### src/rtl/alu_seq_adder.sv
// Byte-serial WIDTH-bit adder/subtractor driving an external 8-bit carry-lookahead unit.
// Latency: N=WIDTH/8 RUN cycles plus one DONE cycle; START is ignored while BUSY.
module alu_seq_adder #(
    parameter int WIDTH = 32
) (
    input  logic             CLK,
    input  logic             RST,
    input  logic             START,
    input  logic [WIDTH-1:0] A,
    input  logic [WIDTH-1:0] B,
    input  logic             SUB,
    input  logic             C_IN,
    output logic             BUSY,
    output logic             DONE,
    output logic [WIDTH-1:0] RESULT,
    output logic             C_OUT,
    output logic             OVERFLOW,
    output logic             ZERO,
    output logic             LA_C_IN,
    output logic [7:0]       LA_P,
    output logic [7:0]       LA_G,
    input  logic [7:0]       LA_CARRYS
);

    localparam int N    = WIDTH / 8;
    localparam int IDXW = (N > 1) ? $clog2(N) : 1;
    localparam logic [IDXW-1:0] LAST_IDX = IDXW'(N - 1);

    localparam logic [1:0] S_IDLE = 2'd0;
    localparam logic [1:0] S_RUN  = 2'd1;
    localparam logic [1:0] S_DONE = 2'd2;

    logic [1:0]       state_q, state_d;
    logic [IDXW-1:0]  idx_q, idx_d;
    logic [WIDTH-1:0] a_q, a_d;
    logic [WIDTH-1:0] bx_q, bx_d;
    logic             carry_q, carry_d;
    logic [WIDTH-1:0] result_q, result_d;
    logic             cout_q, cout_d;
    logic             ovf_q, ovf_d;
    logic             zero_q, zero_d;

    logic [7:0] a_byte, b_byte, sum_byte;
    logic       run;

    assign run = (state_q == S_RUN);

    always_comb begin
        a_byte = 8'h00;
        b_byte = 8'h00;
        for (int k = 0; k < N; k++) begin
            if (idx_q == IDXW'(k)) begin
                a_byte = a_q[8*k +: 8];
                b_byte = bx_q[8*k +: 8];
            end
        end
    end

    // Lookahead drive comes only from registered state, never from START/A/B.
    assign LA_P     = run ? (a_byte ^ b_byte) : 8'h00;
    assign LA_G     = run ? (a_byte & b_byte) : 8'h00;
    assign LA_C_IN  = run ? carry_q : 1'b0;
    assign sum_byte = LA_P ^ {LA_CARRYS[6:0], LA_C_IN};

    always_comb begin
        state_d  = state_q;
        idx_d    = idx_q;
        a_d      = a_q;
        bx_d     = bx_q;
        carry_d  = carry_q;
        result_d = result_q;
        cout_d   = cout_q;
        ovf_d    = ovf_q;
        zero_d   = zero_q;
        case (state_q)
            S_IDLE, S_DONE: begin
                if (START) begin
                    a_d      = A;
                    bx_d     = SUB ? ~B : B;
                    carry_d  = C_IN;
                    idx_d    = '0;
                    result_d = '0;
                    cout_d   = 1'b0;
                    ovf_d    = 1'b0;
                    zero_d   = 1'b0;
                    state_d  = S_RUN;
                end else if (state_q == S_DONE) begin
                    state_d = S_IDLE;
                end
            end
            S_RUN: begin
                for (int k = 0; k < N; k++) begin
                    if (idx_q == IDXW'(k)) result_d[8*k +: 8] = sum_byte;
                end
                carry_d = LA_CARRYS[7];
                idx_d   = idx_q + IDXW'(1);
                if (idx_q == LAST_IDX) begin
                    cout_d  = LA_CARRYS[7];
                    ovf_d   = LA_CARRYS[7] ^ LA_CARRYS[6];
                    zero_d  = (result_d == '0);
                    state_d = S_DONE;
                end
            end
            default: state_d = S_IDLE;
        endcase
    end

    always_ff @(posedge CLK) begin
        if (RST) begin
            state_q  <= S_IDLE;
            idx_q    <= '0;
            a_q      <= '0;
            bx_q     <= '0;
            carry_q  <= 1'b0;
            result_q <= '0;
            cout_q   <= 1'b0;
            ovf_q    <= 1'b0;
            zero_q   <= 1'b0;
        end else begin
            state_q  <= state_d;
            idx_q    <= idx_d;
            a_q      <= a_d;
            bx_q     <= bx_d;
            carry_q  <= carry_d;
            result_q <= result_d;
            cout_q   <= cout_d;
            ovf_q    <= ovf_d;
            zero_q   <= zero_d;
        end
    end

    assign BUSY     = run;
    assign DONE     = (state_q == S_DONE);
    assign RESULT   = result_q;
    assign C_OUT    = cout_q;
    assign OVERFLOW = ovf_q;
    assign ZERO     = zero_q;

endmodule

### config.mk
export PLATFORM = sky130hd
export DESIGN_NAME = alu_seq_adder
export DESIGN_NICKNAME = d
export VERILOG_FILES = /design/src/rtl/alu_seq_adder.sv
export SDC_FILE = /design/constraint.sdc
export NUM_CORES = 1
export LEC_CHECK = 0
export BUFFER_PORTS_ARGS = -buffer_cell sky130_fd_sc_hd__buf_2
export CAP_MARGIN = 20
export CORE_MARGIN = 2
export CORE_UTILIZATION = 34
export DETAILED_ROUTE_END_ITERATION = 10
export GPL_TIMING_DRIVEN = 0
export PLACE_DENSITY = 0.53
export SLEW_MARGIN = 5
export SYNTH_ARGS = -nofsm -noshare
export SYNTH_HDL_FRONTEND = slang
export SYNTH_SLANG_ARGS = --single-unit
### constraint.sdc
create_clock -name CLK -period 4.26 [get_ports CLK]
set_input_delay 0.426 -clock CLK [delete_from_list [all_inputs] [get_ports CLK]]
set_output_delay 0.426 -clock CLK [all_outputs]
set_load 0.05 [all_outputs]
Word level (Yosys, flattened, before mapping)
Cells that the tools add are included.
{"block": "totals", "ff_bits": 104, "input_bits": 77, "out_inout_bits": 54}
{"block": "op_classes", "addsub": 1, "n_eq_ne": 8, "muxes": 37, "bitwise": 5, "n_reduce_logical": 9}
{"cell": "2-to-1 mux 8 bit", "count": 18}
{"cell": "2-to-1 mux 32 bit", "count": 2}
{"cell": "case mux 32 bit (2 select lines)", "count": 1}
{"cell": "logical NOT 32 bit", "count": 1}
{"cell": "NOT 32 bit", "count": 1}
{"cell": "bitwise XOR 8 bit", "count": 2}
{"cell": "AND 8 bit", "count": 1}
{"cell": "2-to-1 mux 2 bit", "count": 4}
{"cell": "case mux 1 bit (2 select lines)", "count": 4}
{"cell": "case mux 2 bit (2 select lines)", "count": 2}
{"cell": "== test 2 bit (second input constant)", "count": 3}
{"cell": "2-to-1 mux 1 bit", "count": 6}
{"cell": "AND reduction 2 bit", "count": 3}
{"cell": "== test 2 x 1 -> 1 bit (second input constant)", "count": 2}
{"cell": "logical NOT 2 bit", "count": 2}
{"cell": "!= test 3 bit (second input constant)", "count": 1}
{"cell": "AND reduction 3 bit", "count": 1}
{"cell": "adder 2 x 1 -> 2 bit (second input constant)", "count": 1}
{"cell": "!= test 2 x 1 -> 1 bit (second input constant)", "count": 1}
{"cell": "!= test 2 bit (second input constant)", "count": 1}
{"cell": "nonzero test 2 bit", "count": 1}
{"cell": "OR reduction 2 bit", "count": 1}
{"cell": "bitwise XOR 1 bit", "count": 1}

Logic depth before layout (Yosys ltp)
{"block": "depth", "word_depth": 13, "ltp_mapped": 17}

Worst setup path before layout
OpenSTA, ideal clock, no wires.
{"block": "synth_path", "path_type": "reg2reg", "startpoint": "register idx_q[0]", "endpoint": "register zero_q, in the netlist ZERO", "setup_time_ns": 0.059, "arrival_ns": 3.529, "slack_ns": 0.672, "stages_incl_launch_ff": 18, "synth_period_minus_slack_ns": 3.588, "cell_sequence": "dfxtp_1 > inv_1 > ha_1 > clkbuf_1 > clkbuf_1 > nand2_1 > nor2_1 > a21oi_1 > nor2_1 > a21oi_1 > o21ai_1 > ha_1 > and3b_1 > xor2_1 > a2111oi_0 > nand4_1 > or4_1 > nand2_1"}
{"block": "synth_between", "elab_chain_cells": 13, "elab_cells_between_ends": 28}
{"element": "start, declared", "line": "34", "rtl": "logic [IDXW-1:0] idx_q, idx_d;"}
{"element": "start signal, assigned", "line": "121", "rtl": "idx_q <= idx_d;"}
{"element": "logical NOT 2 bit", "line": "52", "rtl": "if (idx_q == IDXW'(k)) begin"}
{"element": "2-to-1 mux 8 bit (4 in a row)", "line": "52"}
{"element": "bitwise XOR 8 bit *", "line": "60", "rtl": "assign LA_P = run ? (a_byte ^ b_byte) : 8'h00;"}
{"element": "2-to-1 mux 8 bit *", "line": "60"}
{"element": "net LA_P[1]", "line": "20", "rtl": "output logic [7:0] LA_P,"}
{"element": "bitwise XOR 8 bit *", "line": "63", "rtl": "assign sum_byte = LA_P ^ {LA_CARRYS[6:0], LA_C_IN};"}
{"element": "2-to-1 mux 8 bit", "line": "93", "rtl": "if (idx_q == IDXW'(k)) result_d[8*k +: 8] = sum_byte;"}
{"element": "2-to-1 mux 8 bit", "line": "75", "rtl": "case (state_q)"}
{"element": "logical NOT 32 bit *", "line": "100", "rtl": "zero_d = (result_d == '0);"}
{"element": "2-to-1 mux 1 bit *", "line": "97", "rtl": "if (idx_q == LAST_IDX) begin"}
{"element": "case mux 1 bit (2 select lines) *", "line": "75"}
{"element": "end signal, assigned", "line": "128", "rtl": "zero_q <= zero_d;"}
{"element": "end, declared", "line": "41", "rtl": "logic zero_q, zero_d;"}
The timed path passes the listed nets; every way through them passes the cells marked *. The select of a mux whose other input is x is not followed.
A chain may end at the register's enable or synchronous reset.

Final worst setup path
{"block": "layout_path", "startpoint": "register idx_q[0]", "endpoint": "register zero_q, in the netlist ZERO"}
{"block": "layout_between", "elab_chain_cells": 13, "elab_cells_between_ends": 28}
{"element": "logical NOT 2 bit", "line": "52, 93"}
{"element": "2-to-1 mux 8 bit (4 in a row)", "line": "52"}
{"element": "bitwise XOR 8 bit", "line": "60"}
{"element": "2-to-1 mux 8 bit", "line": "60"}
{"element": "bitwise XOR 8 bit", "line": "63"}
{"element": "2-to-1 mux 8 bit", "line": "93"}
{"element": "2-to-1 mux 8 bit", "line": "75"}
{"element": "logical NOT 32 bit", "line": "100"}
{"element": "2-to-1 mux 1 bit", "line": "97"}
{"element": "case mux 1 bit (2 select lines)", "line": "75"}
Several ways; a longest one is shown, not always the timed one. The select of a mux whose other input is x is not followed.

==> impl_results.md <==
* Hold_ws at 0.2989 ns
* CTS Buf Count at 9
* Area leader, netlist: dfxtp_1
* Total GRT Usage at 0.2155
* Pwr dens at 386.2 mW/mm²
* Clk root buf: clkbuf_16
* Post-DP HPWL at 13550 µm
* Avg Cell Area, Syn at 7.592 µm²
* Largest net degree at the start of global routing at 17
* Vias/cell at 5.212
* CTS tree: done
* Max-cap violation count at 0
* Top fanout value on the critical path at 10
* Worst Setup End Kind: flip-flop
* Layout cells sized above 1 at 0.1851
* Clock Latency Late Sink at 0.36 ns
* Setup TNS at 0 ns
* First-pass GRT wire length at 26980 µm
* Clock buffer depth at 2
* Slew HR at 0.4467
* Leakage at 2.624 nW
* Post-Syn Nets at 767
* Die area at 0.01614 mm²
* Vias post-DR at 5238
* Final worst path period share at 0.9377
* Yosys reg bits at 104
* Psw at 0.7566 mW
* Highest ir drop seen on vdd at 0.1859 mV
* Layout Cells excl Fill at 1005
* Cell Area, Synth at 0.005147 mm²
* Core Region at 0.01464 mm²
* Final hold vios at 0
* Ranking of synthesized cells by area: dfxtp_1 40%, a21oi_1 8.2%, nor2_1 8.0%
* Crit path largest cell delay at 0.54 ns
* Flop-to-flop setup slack at 0.27 ns
* DRC viols at 0
* Final Max Tran Viols at 0
* Drt pass-1 iters at 5
* CTS H-tree lvls at 3
* CP Buf/Inv Count at 3
* CTS clock-pin slew for the worst setup and hold paths at 0.07 ns
* Required @ worst endpoint at 4.56 ns
* Final worst setup slack at 0.2655 ns
* Post-synthesis sequential area ratio at 0.4045
* Layout area overhead at 22.68%
* Initial Utilization at 0.3515
* RSZ-0062 raised after global routing: false
* Setup CP Type: flip-flop to flip-flop
* I/O Buffers at 127
* Fin crit period at 3.995 ns
* Fin nets at 905
* Initial DRC Count at 348
* Warnings from Yosys at 0
* Initial antenna violation count at 1
* Critical path arrival at 4.30 ns
* CP Launch Type: flip-flop
* Worst hold path class: primary input to flip-flop
* Antenna fix cells at 0
* CP top delay family: compound AO/OA/AOI/OAI gates
* Achievable frequency at 0.2503 GHz
* Clock Skew at 0.007770 ns
* Remaining antenna violation count after routing at 0
* Cells after synthesis at 678
* Drt total wl at 17280 µm
* Clk pwr share at 0.346
* GPL Wtd Cong at 0.8979
* Clock Sinks at 104
* Combinational Power Share at 0.218
* Switching Fraction at 0.3103
* Io pins at 131
* Die width at 127.0 µm
* Placed cells at 989
* Die Span Y at 127.0 µm
* Pint at 1.682 mW
* Congestion Overflow GR at 0
* Sequential share of power at 0.436
* Yosys cell types at 41
* Setup-failing EPs final at 0
* CP max-delay cell: or4_1
* Worst-path cell chain: inv_1, ha_1, clkbuf_2, clkbuf_2, nand2_1, nor2_1, a21oi_1, nor2_1, a21oi_1, o21ai_1, ha_1, xnor2_1, a31oi_1, o32ai_1, a31oi_1, or4_1, nand2_1
* Status: finished, final reports clean
* Post-synth top area share at 0.4045
* Worst-Margin Slew at 0.8271 ns
* Row count at 44
* Via count of the first global-routing pass at 5097
* Routed wire per std cell at 17.20 µm
* DP Worst Slack at 0.1169 ns
registers in the layout, indices dropped and copies added, names as in the netlist:
name and count:
carry_q 1, a_q 32, OVERFLOW 1, state_q 2, C_OUT 1, RESULT 32
ZERO 1, bx_q 32, idx_q 2
layout make-up:
type                    instances  area [µm²]
multi-input cells             511        2820
inverters                       7       26.28
well taps                     184       230.2
plain buffers                  56       221.5
repair buffers                127       635.6
flip-flops and latches        104        2082
clock inverters                 5       56.30
fillers                      1553        8329
clock buffers                  11       242.7
layer usage:
| layer | vias to the layer above | track usage | part of all wire |
|---|---|---|---|
| li1 | 2576 | - | - |
| met1 | 2441 | 0.2808 | 0.45 |
| met2 | 199 | 0.3656 | 0.47 |
| met3 | 20 | 0.03434 | 0.061 |
| met4 | 2 | 0.07175 | 0.016 |
| met5 | - | 0 | 0.00069 |
tightest hold or removal path: stages:
cell and delay [ns]:
buf_2 0.10, nand2_1 0.04, a21oi_1 0.05
worst paths after layout:
check,startpoint,endpoint,cells after the start
worst max register to register,idx_q[0]$_SDFFE_PP0P_,ZERO$_SDFFE_PP0P_,17
worst max-delay path,idx_q[0]$_SDFFE_PP0P_,ZERO$_SDFFE_PP0P_,17
worst min register to register,a_q[1]$_SDFFE_PP0P_,a_q[1]$_SDFFE_PP0P_,2
worst min-delay path,A[1],a_q[1]$_SDFFE_PP0P_,3
synth_stat cells (all sizes together):
cell type    n
and2        17
and3         1
nor4bb       3
a21oi       84
o221ai       1
nor2b        2
nor3         5
xnor2       41
clkbuf      49
nand3b       5
a32oi        1
o21ai       19
or3          1
a211oi      32
buf          7
nor4         2
a31oi        6
o211ai       1
xor2         5
mux2         1
nand4        1
nand2b       2
nand2      107
and3b        1
ha          12
o22ai        4
or4          1
a22oi       18
a2111oi      2
nand3       25
o32ai        1
dfxtp      104
nor2       110
inv          7
per-stage QoR:
| step | power [mW] | utilization | cell area [µm²] |
|---|---|---|---|
| after floorplan | 1.435 | - | 5147 |
| after global placement | 1.603 | 0.4106 | 6013 |
| after detailed placement | 1.612 | 0.4106 | 6013 |
| after CTS | 2.453 | 0.4310 | 6312 |
| after global routing | 2.560 | 0.4312 | 6315 |
| final | 2.439 | 0.4312 | 6315 |
power by group through the flow:
stage / sequential [mW] / combinational, mW / clock (mW)
after floorplan: 1.10 / 0.334 / 0
after global placement: 1.08 / 0.519 / 0
after detailed placement: 1.09 / 0.527 / 0
after CTS: 1.06 / 0.529 / 0.861
after global routing: 1.07 / 0.581 / 0.909
final: 1.06 / 0.532 / 0.843
what timing repair did:
action / CTS / global route
hold buffers: 0 / 0
setup endpoints to repair: 0 / 1
gates resized for setup: 0 / 4
buffers inserted: 0 / 0
endpoints found under the hold margin: 0 / 0
logic make-up after synthesis:
group | count (synthesis) | share of synthesized area
AND/OR/NAND/NOR | 283 | 0.2380
buffers and inverters | 63 | 0.04764
flip-flops | 104 | 0.4045
XOR/XNOR | 46 | 0.07973
adder cells (fa/ha/maj) | 12 | 0.02917
multiplexers | 1 | 0.002187
AO/OA/AOI/OAI | 169 | 0.1988
layout by cell type, fill, tap and decap left out, types with 6 or more instances in the layout:
| master | count |
|---|---|
| buf_2 | 128 |
| nor2_1 | 110 |
| nand2_1 | 107 |
| dfxtp_1 | 104 |
| a21oi_1 | 84 |
| clkbuf_1 | 48 |
| xnor2_1 | 40 |
| a211oi_1 | 32 |
| nand3_1 | 25 |
| a22oi_1 | 18 |
| and2_1 | 17 |
| o21ai_1 | 13 |
| ha_1 | 12 |
| clkbuf_16 | 9 |
| inv_1 | 6 |
| o21ai_0 | 6 |
| a31oi_1 | 6 |
(Power assumes the default switching activity.)
